<file path="config.mk">
export PLATFORM = sky130hd
export DESIGN_NAME = reset_conditioner
export DESIGN_NICKNAME = d
export VERILOG_FILES = /design/src/rtl/reset_pkg.sv /design/src/rtl/sync_chain.sv /design/src/rtl/reset_conditioner.sv
export SDC_FILE = /design/constraint.sdc
export NUM_CORES = 1
export LEC_CHECK = 0
export CORE_ASPECT_RATIO = 1.25
export CORE_UTILIZATION = 30
export CTS_BUF_LIST = sky130_fd_sc_hd__clkbuf_16
export CTS_CLUSTER_SIZE = 28
export DETAILED_ROUTE_END_ITERATION = 8
export PLACE_DENSITY = 0.43
export RECOVER_POWER = 25
export SLEW_MARGIN = 20
export SYNTH_ARGS = -nofsm -noshare
export SYNTH_HDL_FRONTEND = slang
export SYNTH_SLANG_ARGS = --single-unit
</file>
<file path="constraint.sdc">
create_clock -name CLK -period 3.05 [get_ports CLK]
set_input_delay 0.61 -clock CLK [delete_from_list [all_inputs] [get_ports CLK]]
set_output_delay 0.61 -clock CLK [all_outputs]
set_load 0.02 [all_outputs]
</file>
<file path="src/rtl/reset_pkg.sv">
// reset_pkg: state encoding and counter sizing shared by the reset conditioner
package reset_pkg;
  localparam logic [1:0] ASSERT   = 2'd0;
  localparam logic [1:0] WAIT_REL = 2'd1;
  localparam logic [1:0] HOLD     = 2'd2;
  localparam logic [1:0] RUN      = 2'd3;
  function automatic int cnt_w(input int n);
    return $clog2(n + 1);
  endfunction
endpackage

</file>
<file path="src/rtl/sync_chain.sv">
// sync_chain: DEPTH-flop synchronizer with asynchronous active-low clear
module sync_chain #(
  parameter int   DEPTH   = 2,
  parameter logic RST_VAL = 1'b0
) (
  input  logic CLK,
  input  logic RESET,
  input  logic d,
  output logic q
);
  logic [DEPTH-1:0] r;
  always_ff @(posedge CLK or negedge RESET)
    if (!RESET) r <= {DEPTH{RST_VAL}};
    else r <= {r[DEPTH-2:0], d};
  assign q = r[DEPTH-1];
endmodule

</file>
<file path="src/rtl/reset_conditioner.sv">
// reset_conditioner: stretched, synchronously released reset with debounced manual re-trigger
module reset_conditioner
  import reset_pkg::*;
#(
  parameter int SYNC_STAGES     = 2,
  parameter int HOLD_CYCLES     = 16,
  parameter int DEBOUNCE_CYCLES = 1000
) (
  input  logic CLK,
  input  logic RESET,
  input  logic BTN,
  output logic resetn,
  output logic ready,
  output logic ready_pulse,
  output logic btn_event
);
  localparam int HW = cnt_w(HOLD_CYCLES);
  localparam int DW = cnt_w(DEBOUNCE_CYCLES);
  localparam logic [HW-1:0] HOLD_LAST = HW'(HOLD_CYCLES - 1);
  localparam logic [DW-1:0] DB_LAST   = DW'(DEBOUNCE_CYCLES - 1);
  if (SYNC_STAGES < 2 || HOLD_CYCLES < 1 || DEBOUNCE_CYCLES < 1) begin : g_bad_cfg
    $error("reset_conditioner: parameter below its minimum");
  end
  logic rel_s, btn_s, btn_db, db_hit, db_rise;
  logic [1:0] state, nxt;
  logic [HW-1:0] hold_cnt, hold_nxt;
  logic [DW-1:0] db_cnt;
  sync_chain #(.DEPTH(SYNC_STAGES), .RST_VAL(1'b0)) u_rel_sync (.CLK, .RESET, .d(1'b1), .q(rel_s));
  sync_chain #(.DEPTH(2), .RST_VAL(1'b0)) u_btn_sync (.CLK, .RESET, .d(BTN), .q(btn_s));
  assign db_hit  = (btn_s != btn_db) && (db_cnt == DB_LAST);
  assign db_rise = db_hit && !btn_db;
  always_ff @(posedge CLK or negedge RESET)
    if (!RESET) begin
      btn_db <= 1'b0;
      db_cnt <= '0;
    end else if (btn_s == btn_db || db_hit) begin
      btn_db <= btn_db ^ db_hit;
      db_cnt <= '0;
    end else db_cnt <= db_cnt + 1'b1;
  // The cycle that enters HOLD already counts as the first hold cycle.
  always_comb begin
    nxt      = state;
    hold_nxt = hold_cnt;
    case (state)
      ASSERT: if (rel_s) begin
        nxt      = (HOLD_LAST == '0) ? RUN : HOLD;
        hold_nxt = '0;
      end
      HOLD: begin
        hold_nxt = db_rise ? '0 : hold_cnt + 1'b1;
        nxt      = db_rise ? WAIT_REL : (hold_nxt == HOLD_LAST) ? RUN : HOLD;
      end
      RUN: if (db_rise) begin
        nxt      = WAIT_REL;
        hold_nxt = '0;
      end
      WAIT_REL: begin
        hold_nxt = '0;
        nxt      = btn_db ? WAIT_REL : (HOLD_LAST == '0) ? RUN : HOLD;
      end
    endcase
  end
  always_ff @(posedge CLK or negedge RESET)
    if (!RESET) begin
      state       <= ASSERT;
      hold_cnt    <= '0;
      resetn      <= 1'b0;
      ready       <= 1'b0;
      ready_pulse <= 1'b0;
      btn_event   <= 1'b0;
    end else begin
      state       <= nxt;
      hold_cnt    <= hold_nxt;
      resetn      <= nxt == RUN;
      ready       <= nxt == RUN;
      ready_pulse <= nxt == RUN && state != RUN;
      btn_event   <= db_rise && (state == RUN || state == HOLD);
    end
endmodule

</file>
==> flow_results.xml, run 1 <==
<?xml version="1.0" encoding="UTF-8"?>
<metrics>
  <group name="synthesis">
    <metric name="avgSynthCellArea" unit="um^2">10.62</metric>
    <metric name="synth-edff-count" unit="">0</metric>
    <metric name="yosys.cell_count.top_type" unit="">sky130_fd_sc_hd__dfrtp_1</metric>
    <metric name="synth_flop_cell" unit="">sky130_fd_sc_hd__dfrtp_1</metric>
    <metric name="synth.net_count" unit="">114</metric>
    <metric name="yosys_register_bits" unit="">25</metric>
    <metric name="synthesis.instances" unit="">109</metric>
    <metric name="share_of_synthesized_cell_area_in_full_adder_half_adder_and_majority_cells" unit="%">2.162</metric>
    <metric name="netlist-cell-type-count" unit="">31</metric>
    <metric name="synth_xor_xnor_area_share" unit="%">9.081</metric>
    <metric name="synth.area.mux_share" unit="%">0.9730</metric>
    <metric name="synth_top_family_by_area" unit="">simple AND/OR/NAND/NOR gates</metric>
    <metric name="synth_compound_gate_area_share" unit="%">9.297</metric>
    <metric name="synth.cells.most_frequent" unit="">sky130_fd_sc_hd__dfrtp_1, sky130_fd_sc_hd__nor2_1, sky130_fd_sc_hd__nand2_1, sky130_fd_sc_hd__xnor2_1, sky130_fd_sc_hd__nor3_1</metric>
    <metric name="synth_largest_area_cell" unit="">sky130_fd_sc_hd__dfrtp_1</metric>
    <metric name="mappedNetlistArea" unit="um^2">1157</metric>
    <metric name="ys_seq_area_share" unit="%">54.05</metric>
    <metric name="yosys_warnings" unit="">0</metric>
    <metric name="synth_top_cells_by_area" unit="">sky130_fd_sc_hd__dfrtp_1, sky130_fd_sc_hd__xnor2_1, sky130_fd_sc_hd__nor2_1, sky130_fd_sc_hd__nand2_1, sky130_fd_sc_hd__nor3_1</metric>
    <metric name="yosys.area_share.simple" unit="%">22.05</metric>
    <metric name="synth_largest_type_area_fraction" unit="%">54.05</metric>
    <metric name="synth-async-reset-ratio" unit="%">100.0</metric>
  </group>
  <group name="detailed_routing">
    <metric name="drt-pass1-iter-count" unit="">6</metric>
    <metric name="routed_wire_per_std_cell" unit="um">12.65</metric>
    <metric name="detailroute.via_count" unit="">764</metric>
    <metric name="wl" unit="um">1961</metric>
    <metric name="drt-initial-drc-count" unit="">28</metric>
    <metric name="ant_nets" unit="">0</metric>
    <metric name="post_drt_via_cell_ratio" unit="">4.929</metric>
    <metric name="drc_errors" unit="">1</metric>
  </group>
  <group name="floorplanning">
    <metric name="initial_core_util" unit="%">32.39</metric>
    <metric name="fp.dieW" unit="um">57.56</metric>
    <metric name="io_pins" unit="">7</metric>
    <metric name="core" unit="um^2">3573</metric>
    <metric name="dieArea" unit="um^2">4112</metric>
    <metric name="die_height" unit="um">71.45</metric>
    <metric name="floorplan.rows" unit="">24</metric>
  </group>
  <group name="final_layout">
    <metric name="multi_input_logic_area" unit="um^2">508.0</metric>
    <metric name="layout_filler_cell_count" unit="">360</metric>
    <metric name="post-route-cell-area" unit="um^2">1333</metric>
    <metric name="final_nets" unit="">122</metric>
    <metric name="insertedDiodeCount" unit="">0</metric>
    <metric name="final_layout_size_suffix_gt1_share" unit="%">6.897</metric>
    <metric name="regArea" unit="um^2">625.6</metric>
    <metric name="synthToLayoutAreaGrowth" unit="%">15.14</metric>
  </group>
  <group name="pwr">
    <metric name="power.density" unit="nW/um^2">715.5</metric>
    <metric name="ir_worst_vdd" unit="mV">0.2224</metric>
    <metric name="leakage" unit="nW">0.5670</metric>
  </group>
  <group name="clocking">
    <metric name="cts_max_level" unit="">1</metric>
    <metric name="post_cts.resized_instances" unit="">0</metric>
    <metric name="max-clock-path-buffers" unit="">2</metric>
    <metric name="clkLatencyLatePin" unit="ps">260</metric>
    <metric name="cts_buffers" unit="">3</metric>
    <metric name="clkSlewWorstSetupHoldPaths" unit="ps">70</metric>
    <metric name="cts.hold.buffers_added" unit="">0</metric>
    <metric name="tritoncts" unit="">built</metric>
    <metric name="root_buffer" unit="">sky130_fd_sc_hd__clkbuf_16</metric>
    <metric name="cts_sinks" unit="">25</metric>
    <metric name="post_cts_setup_buffers" unit="">0</metric>
  </group>
  <group name="sta">
    <metric name="rsz0062_at_grt" unit="">no</metric>
    <metric name="finalMaxSlewViolations" unit="">0</metric>
    <metric name="setup_viol" unit="">0</metric>
    <metric name="fmaxAchievable" unit="MHz">508.1</metric>
    <metric name="hold_viol_final" unit="">0</metric>
    <metric name="tightestPinTransition" unit="ps">1339</metric>
    <metric name="clock_period_minus_worst_slack" unit="ps">1968</metric>
    <metric name="final_min_period_over_clock_period" unit="%">64.52</metric>
    <metric name="post-route-worst-setup-slack" unit="ps">1082</metric>
    <metric name="worst_clock_skew" unit="ps">7.711</metric>
    <metric name="worst_hold_slack_across_all_endpoints" unit="ps">350.8</metric>
    <metric name="timing.setup.tns" unit="ps">0</metric>
    <metric name="timing.max_slew.rel_slack" unit="%">10.75</metric>
  </group>
  <group name="worst_setup_path">
    <metric name="timing.reg2reg.setup_slack" unit="ps">1300</metric>
    <metric name="critPathMaxStageDelay" unit="ps">970</metric>
    <metric name="cp_top_family" unit="">buffers and inverters</metric>
    <metric name="crit_arrival" unit="ps">2110</metric>
    <metric name="worst-path-buf-inv" unit="">2</metric>
    <metric name="crit_slowest_cell" unit="">sky130_fd_sc_hd__clkbuf_1</metric>
    <metric name="setup.worst_path.start_class" unit="">input pin</metric>
    <metric name="crit_path_max_fanout" unit="">25</metric>
    <metric name="crit_end_category" unit="">async pin</metric>
    <metric name="critPathRequiredTime" unit="ps">3190</metric>
    <metric name="setup.worst_path.class" unit="">input pin to async pin</metric>
    <metric name="cells_along_the_critical_path" unit="">dlygate4sd3_1, clkbuf_1</metric>
  </group>
  <group name="grt">
    <metric name="antenna_found_initial" unit="">0</metric>
    <metric name="first_global_vias" unit="">807</metric>
    <metric name="track_usage" unit="%">11.54</metric>
    <metric name="grt_max_degree" unit="">26</metric>
    <metric name="first_pass_grt_wire_length" unit="um">3657</metric>
    <metric name="grt.overflow.total" unit="">0</metric>
  </group>
  <group name="run">
    <metric name="cap_viol_max_count" unit="">0</metric>
  </group>
  <group name="hold_path">
    <metric name="hold_path_class" unit="">register to register</metric>
  </group>
  <group name="outcome">
    <metric name="status" unit="">complete, but fails checks</metric>
    <metric name="failing_checks" unit="">DRC</metric>
  </group>
  <group name="placed_design">
    <metric name="io_buffer_count" unit="">6</metric>
    <metric name="dpl-instance-area" unit="um^2">1254</metric>
    <metric name="place_ws" unit="ps">1284</metric>
    <metric name="gp_routability_congestion" unit="">0.7136</metric>
  </group>
</metrics>
==> per-layer routing <==
| metal | vias up | track usage (%) | share of wire [%] |
|---|---|---|---|
| li1 | 381 | - | - |
| met1 | 368 | 14.96 | 46 |
| met2 | 10 | 18.73 | 50 |
| met3 | 5 | 2.166 | 2.8 |
| met4 | 0 | 4.878 | 1.7 |
| met5 | - | 0 | 0 |
==> sequential cells by signal, summed over array words and instances, names as in the netlist, named ones only <==
register and flops:
btn_event 1, db_cnt 10, hold_cnt 5, ready 1, ready_pulse 1, state 2, u_btn_sync.r 2, u_rel_sync.r 2
==> cell usage in the layout, fill, tap and decap left out <==
cell type	n
sky130_fd_sc_hd__a21o_1	2
sky130_fd_sc_hd__a21oi_1	1
sky130_fd_sc_hd__a31o_1	1
sky130_fd_sc_hd__and2b_1	1
sky130_fd_sc_hd__and4b_2	1
sky130_fd_sc_hd__clkbuf_1	1
sky130_fd_sc_hd__clkbuf_16	3
sky130_fd_sc_hd__clkdlybuf4s50_1	4
sky130_fd_sc_hd__clkinvlp_4	1
sky130_fd_sc_hd__conb_1	1
sky130_fd_sc_hd__dfrtp_1	25
sky130_fd_sc_hd__dlygate4sd3_1	2
sky130_fd_sc_hd__ha_1	2
sky130_fd_sc_hd__inv_1	1
sky130_fd_sc_hd__mux2_2	1
sky130_fd_sc_hd__nand2_1	10
sky130_fd_sc_hd__nand2b_1	5
sky130_fd_sc_hd__nand3_1	5
sky130_fd_sc_hd__nand4_1	1
sky130_fd_sc_hd__nand4b_1	1
sky130_fd_sc_hd__nand4b_2	1
sky130_fd_sc_hd__nor2_1	14
sky130_fd_sc_hd__nor2b_1	3
sky130_fd_sc_hd__nor3_1	7
sky130_fd_sc_hd__nor4_1	1
sky130_fd_sc_hd__o21a_1	1
sky130_fd_sc_hd__o21ai_0	4
sky130_fd_sc_hd__o21bai_1	1
sky130_fd_sc_hd__o31a_1	1
sky130_fd_sc_hd__o31ai_1	1
sky130_fd_sc_hd__o41ai_4	1
sky130_fd_sc_hd__xnor2_1	8
sky130_fd_sc_hd__xor2_1	4
==> power by group <==
group	switching, W	internal [W]	total [W]
combinational	0.0000990	0.000112	0.000211
clock	0.000114	0.000178	0.000292
sequential	0.0000629	0.000388	0.000451
total	0.000276	0.000678	0.000953
==> logic make-up after synthesis <==
kind of cell / count (synthesis)
DFF: 25
buffers and inverters: 5
AOI/OAI and AO/OA: 13
xor gates and xnor gates: 12
muxes: 1
other: 1
adders and majority gates: 2
and+or+nand+nor: 50
==> worst paths after layout <==
check | cells after the start | from | endpoint
worst min-delay path | 0 | u_btn_sync.r[0]$_DFF_PN0_ | u_btn_sync.r[1]$_DFF_PN0_
min in group asynchronous | 2 | RESET | ready$_DFF_PN0_
worst max register to register | 5 | db_cnt[0]$_DFF_PN0_ | hold_cnt[2]$_DFFE_PN0P_
max in group CLK | 1 | ready$_DFF_PN0_ | ready
worst max-delay path | 2 | RESET | hold_cnt[2]$_DFFE_PN0P_
worst min register to register | 0 | u_btn_sync.r[0]$_DFF_PN0_ | u_btn_sync.r[1]$_DFF_PN0_
==> through the flow <==
stage                     utilization (%)  std cells  power [W]
after CTS                           37.40        155  0.0009688
after detailed placement            35.08        151  0.0006735
final                               37.29        155  0.0009534
after global routing                37.29        155   0.001024
after floorplan                         -        109  0.0006041
after global placement              35.08        151  0.0006675
==> worst reg2reg max path, cell delays in order, from the launching register on <==
cell                       delay, ps
sky130_fd_sc_hd__dfrtp_1         380
sky130_fd_sc_hd__ha_1            270
sky130_fd_sc_hd__nand4b_2        180
sky130_fd_sc_hd__o41ai_4         490
sky130_fd_sc_hd__o31ai_1         130
sky130_fd_sc_hd__a31o_1          190
==> cell type report <==
class,count,share of cell area (%)
well taps,39,3.662
inverters,1,0.2817
flip-flops and latches,25,46.95
repair buffers,7,4.789
clock buffers,3,5.634
multi-input cells,79,38.12
clock inverters,1,0.5634
No activity file was read; power rests on OpenSTA's default activity.
==> run 2: changes to the inputs <==
--- a/config.mk
+++ b/config.mk
@@ -10,7 +10,7 @@
 export CTS_BUF_LIST = sky130_fd_sc_hd__clkbuf_16
 export CTS_CLUSTER_SIZE = 28
 export DETAILED_ROUTE_END_ITERATION = 8
-export PLACE_DENSITY = 0.43
+export PLACE_DENSITY = 0.45
 export RECOVER_POWER = 25
 export SLEW_MARGIN = 20
 export SYNTH_ARGS = -nofsm -noshare
==> constraint.sdc (replaced) <==
create_clock -name CLK -period 1.76 [get_ports CLK]
set_input_delay 0.352 -clock CLK [delete_from_list [all_inputs] [get_ports CLK]]
set_output_delay 0.352 -clock CLK [all_outputs]
set_load 0.02 [all_outputs]
==> run 2 against run 1 <==
  * Clock-buffer cell count unchanged
  * Cell count is 2.6% higher
  * Flip-flop and latch count unchanged
  * Clock skew decreased by 3.6 ps
  * Sequential share of layout area shrank 1.4 points
  * The run now ends clean
  * Non-clock buffer count is 4 higher
  * Total power rose by 74%
  * Critical path depth grew 3
  * Final area is 3.1% higher
  * Via count is 3.5% lower
  * Wire length increased by 1.3%
==> flow_results.xml, run 2 (synthesis results as in run 1) <==
<?xml version="1.0" encoding="UTF-8"?>
<metrics>
  <group name="outcome">
    <metric name="status" unit="">finished, final reports clean</metric>
  </group>
  <group name="worst_setup_path">
    <metric name="crit_path_max_fanout" unit="">5</metric>
    <metric name="timing.reg2reg.setup_slack" unit="ps">110</metric>
    <metric name="crit_arrival" unit="ps">1800</metric>
    <metric name="crit_slowest_cell" unit="">sky130_fd_sc_hd__o41ai_4</metric>
    <metric name="critPathRequiredTime" unit="ps">1910</metric>
    <metric name="worstReg2RegStart" unit="">db_cnt[0]$_DFF_PN0_</metric>
    <metric name="worst_r2r_path_depth" unit="">5</metric>
    <metric name="crit-reg2reg-capture" unit="">hold_cnt[2]$_DFFE_PN0P_</metric>
    <metric name="critPathMaxStageDelay" unit="ps">460</metric>
    <metric name="crit_end_category" unit="">register</metric>
    <metric name="worst-path-buf-inv" unit="">0</metric>
    <metric name="cp_top_family" unit="">compound AO/OA/AOI/OAI gates</metric>
    <metric name="setup.worst_path.start_class" unit="">register</metric>
    <metric name="setup.worst_path.class" unit="">register to register</metric>
    <metric name="cells_along_the_critical_path" unit="">ha_1, nand4b_2, o41ai_4, o31ai_1, a31o_1</metric>
  </group>
  <group name="placed_design">
    <metric name="io_buffer_count" unit="">6</metric>
    <metric name="place.detailed.hpwl" unit="um">1408</metric>
    <metric name="place_ws" unit="ps">123.1</metric>
    <metric name="dpl-instance-area" unit="um^2">1296</metric>
    <metric name="dp_cells" unit="">155</metric>
    <metric name="gp_routability_congestion" unit="">0.7447</metric>
  </group>
  <group name="grt">
    <metric name="track_usage" unit="%">11.75</metric>
    <metric name="grt.overflow.total" unit="">0</metric>
    <metric name="first_pass_grt_wire_length" unit="um">3525</metric>
    <metric name="first_global_vias" unit="">763</metric>
    <metric name="antenna_found_initial" unit="">0</metric>
    <metric name="grt_max_degree" unit="">26</metric>
  </group>
  <group name="detailed_routing">
    <metric name="post_drt_via_cell_ratio" unit="">4.635</metric>
    <metric name="routed_wire_per_std_cell" unit="um">12.49</metric>
    <metric name="drc_errors" unit="">0</metric>
    <metric name="drt-initial-drc-count" unit="">28</metric>
    <metric name="detailroute.via_count" unit="">737</metric>
    <metric name="wl" unit="um">1986</metric>
    <metric name="ant_nets" unit="">0</metric>
    <metric name="drt-pass1-iter-count" unit="">4</metric>
  </group>
  <group name="pwr">
    <metric name="sequentialPowerShare" unit="%">46.9</metric>
    <metric name="switching_power" unit="W">0.0004815</metric>
    <metric name="switching_share" unit="%">28.99</metric>
    <metric name="leakage" unit="nW">0.5994</metric>
    <metric name="p_clk_share" unit="%">30.3</metric>
    <metric name="ir_worst_vdd" unit="mV">0.5663</metric>
    <metric name="power_report.internal_total" unit="W">0.001179</metric>
    <metric name="logic_pwr_share" unit="%">22.8</metric>
    <metric name="power.density" unit="nW/um^2">1209</metric>
  </group>
  <group name="floorplanning">
    <metric name="floorplan.rows" unit="">24</metric>
    <metric name="fp.dieW" unit="um">57.56</metric>
    <metric name="dieArea" unit="um^2">4112</metric>
    <metric name="core" unit="um^2">3573</metric>
    <metric name="die_height" unit="um">71.45</metric>
    <metric name="initial_core_util" unit="%">32.39</metric>
    <metric name="io_pins" unit="">7</metric>
  </group>
  <group name="sta">
    <metric name="finalMaxSlewViolations" unit="">0</metric>
    <metric name="post-route-worst-setup-slack" unit="ps">114.7</metric>
    <metric name="setup_viol" unit="">0</metric>
    <metric name="worst_clock_skew" unit="ps">4.120</metric>
    <metric name="clock_period_minus_worst_slack" unit="ps">1645</metric>
    <metric name="tightestPinTransition" unit="ps">618.4</metric>
    <metric name="timing.setup.tns" unit="ps">0</metric>
    <metric name="hold_viol_final" unit="">0</metric>
    <metric name="final_min_period_over_clock_period" unit="%">93.48</metric>
    <metric name="rsz0062_at_grt" unit="">no</metric>
    <metric name="timing.max_slew.rel_slack" unit="%">58.77</metric>
    <metric name="worst_hold_slack_across_all_endpoints" unit="ps">349.6</metric>
    <metric name="fmaxAchievable" unit="MHz">607.8</metric>
  </group>
  <group name="hold_path">
    <metric name="hold_path_end" unit="">u_btn_sync.r[1]$_DFF_PN0_</metric>
    <metric name="hold_path_class" unit="">register to register</metric>
    <metric name="hp-start" unit="">u_btn_sync.r[0]$_DFF_PN0_</metric>
    <metric name="hold_path_stages" unit="">0</metric>
  </group>
  <group name="final_layout">
    <metric name="largest_register_by_flop_count" unit="">db_cnt</metric>
    <metric name="post-route-cell-area" unit="um^2">1374</metric>
    <metric name="largestRegisters" unit="">db_cnt x10, hold_cnt x5</metric>
    <metric name="insertedDiodeCount" unit="">0</metric>
    <metric name="fin_cells" unit="">159</metric>
    <metric name="synthToLayoutAreaGrowth" unit="%">18.70</metric>
    <metric name="final_nets" unit="">126</metric>
    <metric name="number_of_flip_flops_in_the_largest_register" unit="">10</metric>
    <metric name="final_cell_mix" unit="">sky130_fd_sc_hd__dfrtp_1, sky130_fd_sc_hd__nor2_1, sky130_fd_sc_hd__nand2_1, sky130_fd_sc_hd__xnor2_1, sky130_fd_sc_hd__nor3_1</metric>
    <metric name="final_layout_size_suffix_gt1_share" unit="%">10.83</metric>
    <metric name="most_frequent_standard_cell_in_the_layout_excluding_fill_and_tap_cells" unit="">sky130_fd_sc_hd__dfrtp_1</metric>
  </group>
  <group name="run">
    <metric name="cap_viol_max_count" unit="">0</metric>
  </group>
  <group name="clocking">
    <metric name="cts_sinks" unit="">25</metric>
    <metric name="cts_buffers" unit="">3</metric>
    <metric name="tritoncts" unit="">built</metric>
    <metric name="cts_max_level" unit="">1</metric>
    <metric name="max-clock-path-buffers" unit="">2</metric>
    <metric name="post_cts.resized_instances" unit="">0</metric>
    <metric name="cts.hold.buffers_added" unit="">0</metric>
    <metric name="post_cts_setup_buffers" unit="">0</metric>
    <metric name="root_buffer" unit="">sky130_fd_sc_hd__clkbuf_16</metric>
    <metric name="clkLatencyLatePin" unit="ps">260</metric>
    <metric name="clkSlewWorstSetupHoldPaths" unit="ps">60</metric>
  </group>
</metrics>
## run 2: cell types whose count changed in the layout (fill, tap and decap cells not counted), sizes merged
cell	before	now
clkinv	0	1
clkinvlp	1	0
buf	0	4
## run 2: cell type report
class,instances,area [um^2]
clock buffer,3,75.07
tap,39,48.80
multi-input combinational,79,508.0
inverter,1,3.754
clock inverter,1,5.005
fill,369,2200
sequential,25,625.6
timing repair buffer,11,107.6
## run 2: how the worst max path moves through the flow
stage | from | end | slack, ps | cells past startpoint
6_report | db_cnt[0]$_DFF_PN0_ | hold_cnt[2]$_DFFE_PN0P_ | 110 | 5
5_1_grt | db_cnt[0]$_DFF_PN0_ | hold_cnt[2]$_DFFE_PN0P_ | 7 | 5
4_1_cts | db_cnt[0]$_DFF_PN0_ | hold_cnt[2]$_DFFE_PN0P_ | 100 | 5
3_5_place_dp | db_cnt[0]$_DFF_PN0_ | hold_cnt[2]$_DFFE_PN0P_ | 120 | 5
3_3_place_gp | db_cnt[0]$_DFF_PN0_ | hold_cnt[2]$_DFFE_PN0P_ | 140 | 5
2_1_floorplan | db_cnt[0]$_DFF_PN0_ | hold_cnt[2]$_DFFE_PN0P_ | 180 | 5
## run 2: routing by layer
| layer | vias to the layer above | part of all wire (%) | global-route usage [%] |
|---|---|---|---|
| li1 | 389 | - | - |
| met4 | 0 | 3.3 | 8.943 |
| met1 | 337 | 48 | 14.34 |
| met2 | 6 | 46 | 17.83 |
| met5 | - | 0 | 0 |
| met3 | 5 | 2.4 | 2.708 |
## run 2: power groups by stage
stage / logic (W) / clock network (W) / registers (W)
floorplan: 0.000270 / 0 / 0.000777
CTS: 0.000386 / 0.000531 / 0.000779
global route: 0.000418 / 0.000560 / 0.000796
detailed placement: 0.000384 / 0 / 0.000791
finish: 0.000379 / 0.000503 / 0.000779
global placement: 0.000381 / 0 / 0.000789
## run 2: metrics by stage
stage | utilization (%) | power, W
floorplan | - | 0.001047
global placement | 36.27 | 0.001170
detailed placement | 36.27 | 0.001174
CTS | 38.52 | 0.001696
global route | 38.45 | 0.001774
finish | 38.45 | 0.001661
## run 2: worst reg2reg max path, cell delays in order, from the launching register on
cell	delay, ps
sky130_fd_sc_hd__dfrtp_1	380
sky130_fd_sc_hd__ha_1	200
sky130_fd_sc_hd__nand4b_2	170
sky130_fd_sc_hd__o41ai_4	460
sky130_fd_sc_hd__o31ai_1	130
sky130_fd_sc_hd__a31o_1	190
==> run 3: changes to the inputs <==
--- a/config.mk
+++ b/config.mk
@@ -7,7 +7,6 @@
 export LEC_CHECK = 0
 export CORE_ASPECT_RATIO = 1.25
 export CORE_UTILIZATION = 30
-export CTS_BUF_LIST = sky130_fd_sc_hd__clkbuf_16
 export CTS_CLUSTER_SIZE = 28
 export DETAILED_ROUTE_END_ITERATION = 8
 export PLACE_DENSITY = 0.45
==> run 3 against run 2 <==
  * Fmax down 0.45%
  * Critical path depth stayed put
  * Die area did not move
  * Flip-flop and latch count unchanged
  * Register-to-register slack about the same
  * Largest cell class unchanged
  * Critical endpoint unchanged
  * Combinational power is essentially flat
  * Core utilization down 0.95 points
  * Total power decreased by 10%
  * First-iteration DRC count is 29% lower
  * Clock-buffer cell count unchanged
==> flow_results.xml, run 3 (synthesis results as in run 1) <==
<?xml version="1.0" encoding="UTF-8"?>
<metrics>
  <group name="final_layout">
    <metric name="largest_register_by_flop_count" unit="">db_cnt</metric>
    <metric name="multi_input_logic_area" unit="um^2">508.0</metric>
    <metric name="number_of_flip_flops_in_the_largest_register" unit="">10</metric>
    <metric name="synthToLayoutAreaGrowth" unit="%">15.78</metric>
    <metric name="layout_filler_cell_count" unit="">373</metric>
    <metric name="insertedDiodeCount" unit="">0</metric>
    <metric name="final_util" unit="%">37.50</metric>
    <metric name="fin_cells" unit="">159</metric>
    <metric name="regArea" unit="um^2">625.6</metric>
    <metric name="largestRegisters" unit="">db_cnt x10, hold_cnt x5</metric>
    <metric name="final_cell_mix" unit="">sky130_fd_sc_hd__dfrtp_1, sky130_fd_sc_hd__nor2_1, sky130_fd_sc_hd__nand2_1, sky130_fd_sc_hd__xnor2_1, sky130_fd_sc_hd__nor3_1</metric>
    <metric name="final_nets" unit="">126</metric>
    <metric name="final_layout_size_suffix_gt1_share" unit="%">10.83</metric>
    <metric name="most_frequent_standard_cell_in_the_layout_excluding_fill_and_tap_cells" unit="">sky130_fd_sc_hd__dfrtp_1</metric>
  </group>
  <group name="floorplanning">
    <metric name="die_height" unit="um">71.45</metric>
    <metric name="fp.dieW" unit="um">57.56</metric>
    <metric name="initial_core_util" unit="%">32.39</metric>
    <metric name="floorplan.rows" unit="">24</metric>
    <metric name="dieArea" unit="um^2">4112</metric>
    <metric name="core" unit="um^2">3573</metric>
    <metric name="io_pins" unit="">7</metric>
  </group>
  <group name="clocking">
    <metric name="tritoncts" unit="">built</metric>
    <metric name="clkLatencyLatePin" unit="ps">260</metric>
    <metric name="cts_buffers" unit="">3</metric>
    <metric name="clkSlewWorstSetupHoldPaths" unit="ps">90</metric>
    <metric name="cts_max_level" unit="">1</metric>
    <metric name="cts.hold.buffers_added" unit="">0</metric>
    <metric name="max-clock-path-buffers" unit="">2</metric>
    <metric name="post_cts_setup_buffers" unit="">0</metric>
    <metric name="root_buffer" unit="">sky130_fd_sc_hd__clkbuf_8</metric>
    <metric name="post_cts.resized_instances" unit="">0</metric>
    <metric name="cts_sinks" unit="">25</metric>
  </group>
  <group name="placed_design">
    <metric name="io_buffer_count" unit="">6</metric>
    <metric name="dp_cells" unit="">155</metric>
    <metric name="place_ws" unit="ps">123.1</metric>
    <metric name="gp_routability_congestion" unit="">0.7447</metric>
    <metric name="place.detailed.hpwl" unit="um">1408</metric>
  </group>
  <group name="pwr">
    <metric name="sequentialPowerShare" unit="%">52.3</metric>
    <metric name="p_total" unit="W">0.001488</metric>
    <metric name="logic_pwr_share" unit="%">25.4</metric>
    <metric name="power.density" unit="nW/um^2">1111</metric>
    <metric name="power_report.internal_total" unit="W">0.001030</metric>
    <metric name="switching_share" unit="%">30.79</metric>
    <metric name="p_clk_share" unit="%">22.3</metric>
    <metric name="ir_worst_vdd" unit="mV">0.2895</metric>
    <metric name="leakage" unit="nW">0.5840</metric>
    <metric name="switching_power" unit="W">0.0004583</metric>
  </group>
  <group name="hold_path">
    <metric name="hold_path_stages" unit="">0</metric>
    <metric name="hold_path_class" unit="">register to register</metric>
  </group>
  <group name="sta">
    <metric name="final_min_period_over_clock_period" unit="%">93.91</metric>
    <metric name="clock_period_minus_worst_slack" unit="ps">1653</metric>
    <metric name="timing.max_slew.rel_slack" unit="%">58.79</metric>
    <metric name="finalMaxSlewViolations" unit="">0</metric>
    <metric name="hold_viol_final" unit="">0</metric>
    <metric name="fmaxAchievable" unit="MHz">605.1</metric>
    <metric name="timing.setup.tns" unit="ps">0</metric>
    <metric name="rsz0062_at_grt" unit="">no</metric>
    <metric name="setup_viol" unit="">0</metric>
    <metric name="worst_clock_skew" unit="ps">3.955</metric>
    <metric name="post-route-worst-setup-slack" unit="ps">107.3</metric>
    <metric name="tightestPinTransition" unit="ps">618.2</metric>
  </group>
  <group name="worst_setup_path">
    <metric name="worst_r2r_path_depth" unit="">5</metric>
    <metric name="setup.worst_path.start_class" unit="">register</metric>
    <metric name="crit_path_max_fanout" unit="">5</metric>
    <metric name="critPathRequiredTime" unit="ps">1920</metric>
    <metric name="crit_arrival" unit="ps">1810</metric>
    <metric name="crit_end_category" unit="">register</metric>
    <metric name="setup.worst_path.class" unit="">register to register</metric>
  </group>
  <group name="detailed_routing">
    <metric name="ant_nets" unit="">0</metric>
    <metric name="routed_wire_per_std_cell" unit="um">12.18</metric>
    <metric name="drt-pass1-iter-count" unit="">4</metric>
    <metric name="drc_errors" unit="">0</metric>
    <metric name="drt-initial-drc-count" unit="">20</metric>
    <metric name="post_drt_via_cell_ratio" unit="">4.648</metric>
    <metric name="wl" unit="um">1937</metric>
    <metric name="detailroute.via_count" unit="">739</metric>
  </group>
  <group name="grt">
    <metric name="antenna_found_initial" unit="">0</metric>
    <metric name="track_usage" unit="%">10.91</metric>
    <metric name="grt.overflow.total" unit="">0</metric>
    <metric name="grt_max_degree" unit="">26</metric>
    <metric name="first_pass_grt_wire_length" unit="um">3450</metric>
    <metric name="first_global_vias" unit="">771</metric>
  </group>
  <group name="run">
    <metric name="cap_viol_max_count" unit="">0</metric>
  </group>
  <group name="outcome">
    <metric name="status" unit="">finished, final reports clean</metric>
  </group>
</metrics>
-- run 3: cell count changes in the layout (fill, tap and decap cells not counted) --
cell / change
sky130_fd_sc_hd__clkbuf_16: -3
sky130_fd_sc_hd__clkbuf_8: +3
-- run 3: through the flow --
step	instance area, um^2	hold WS (ps)
after floorplan	1157	56.41
after global placement	1296	335.5
after detailed placement	1296	337.0
after CTS	1343	358.4
after global routing	1340	367.3
final	1340	355.2
-- run 3: metal layers --
layer / wire length, um / share of wire, % / up-vias / track usage [%]
li1: - / - / 388 / -
met1: 921 / 48 / 341 / 14.22
met2: 943 / 49 / 6 / 17.44
met3: 43 / 2.2 / 4 / 2.166
met4: 28 / 1.4 / 0 / 4.878
met5: 0 / 0 / - / 0
-- run 3: final timing paths --
check	startpoint	slack [ps]	endpoint
setup / recovery	db_cnt[0]$_DFF_PN0_	110	hold_cnt[2]$_DFFE_PN0P_
hold / removal	u_btn_sync.r[0]$_DFF_PN0_	360	u_btn_sync.r[1]$_DFF_PN0_
setup reg to reg	db_cnt[0]$_DFF_PN0_	110	hold_cnt[2]$_DFFE_PN0P_
hold reg to reg	u_btn_sync.r[0]$_DFF_PN0_	360	u_btn_sync.r[1]$_DFF_PN0_
max in group asynchronous	RESET	730	db_cnt[4]$_DFF_PN0_
min in group asynchronous	RESET	620	state[0]$_DFF_PN0_
-- run 3: layout make-up --
cell class	instances	area share [%]
Sequential cell	25	46.69
Clock inverter	1	0.3735
Tap cell	39	3.641
Multi-Input combinational cell	79	37.91
Timing Repair Buffer	11	8.030
Inverter	1	0.2801
Clock buffer	3	3.081
-- run 3: critical path, stage by stage (launching register included) --
cell and delay (ps):
sky130_fd_sc_hd__dfrtp_1 390, sky130_fd_sc_hd__ha_1 210, sky130_fd_sc_hd__nand4b_2 170, sky130_fd_sc_hd__o41ai_4 460, sky130_fd_sc_hd__o31ai_1 130, sky130_fd_sc_hd__a31o_1 190
-- run 3: power by group through the flow --
stage / Combinational (W) / Clock (W) / Sequential, W
floorplan: 0.000270 / 0 / 0.000777
global placement: 0.000381 / 0 / 0.000789
detailed placement: 0.000384 / 0 / 0.000791
CTS: 0.000386 / 0.000356 / 0.000778
global route: 0.000418 / 0.000378 / 0.000796
finish: 0.000378 / 0.000332 / 0.000778
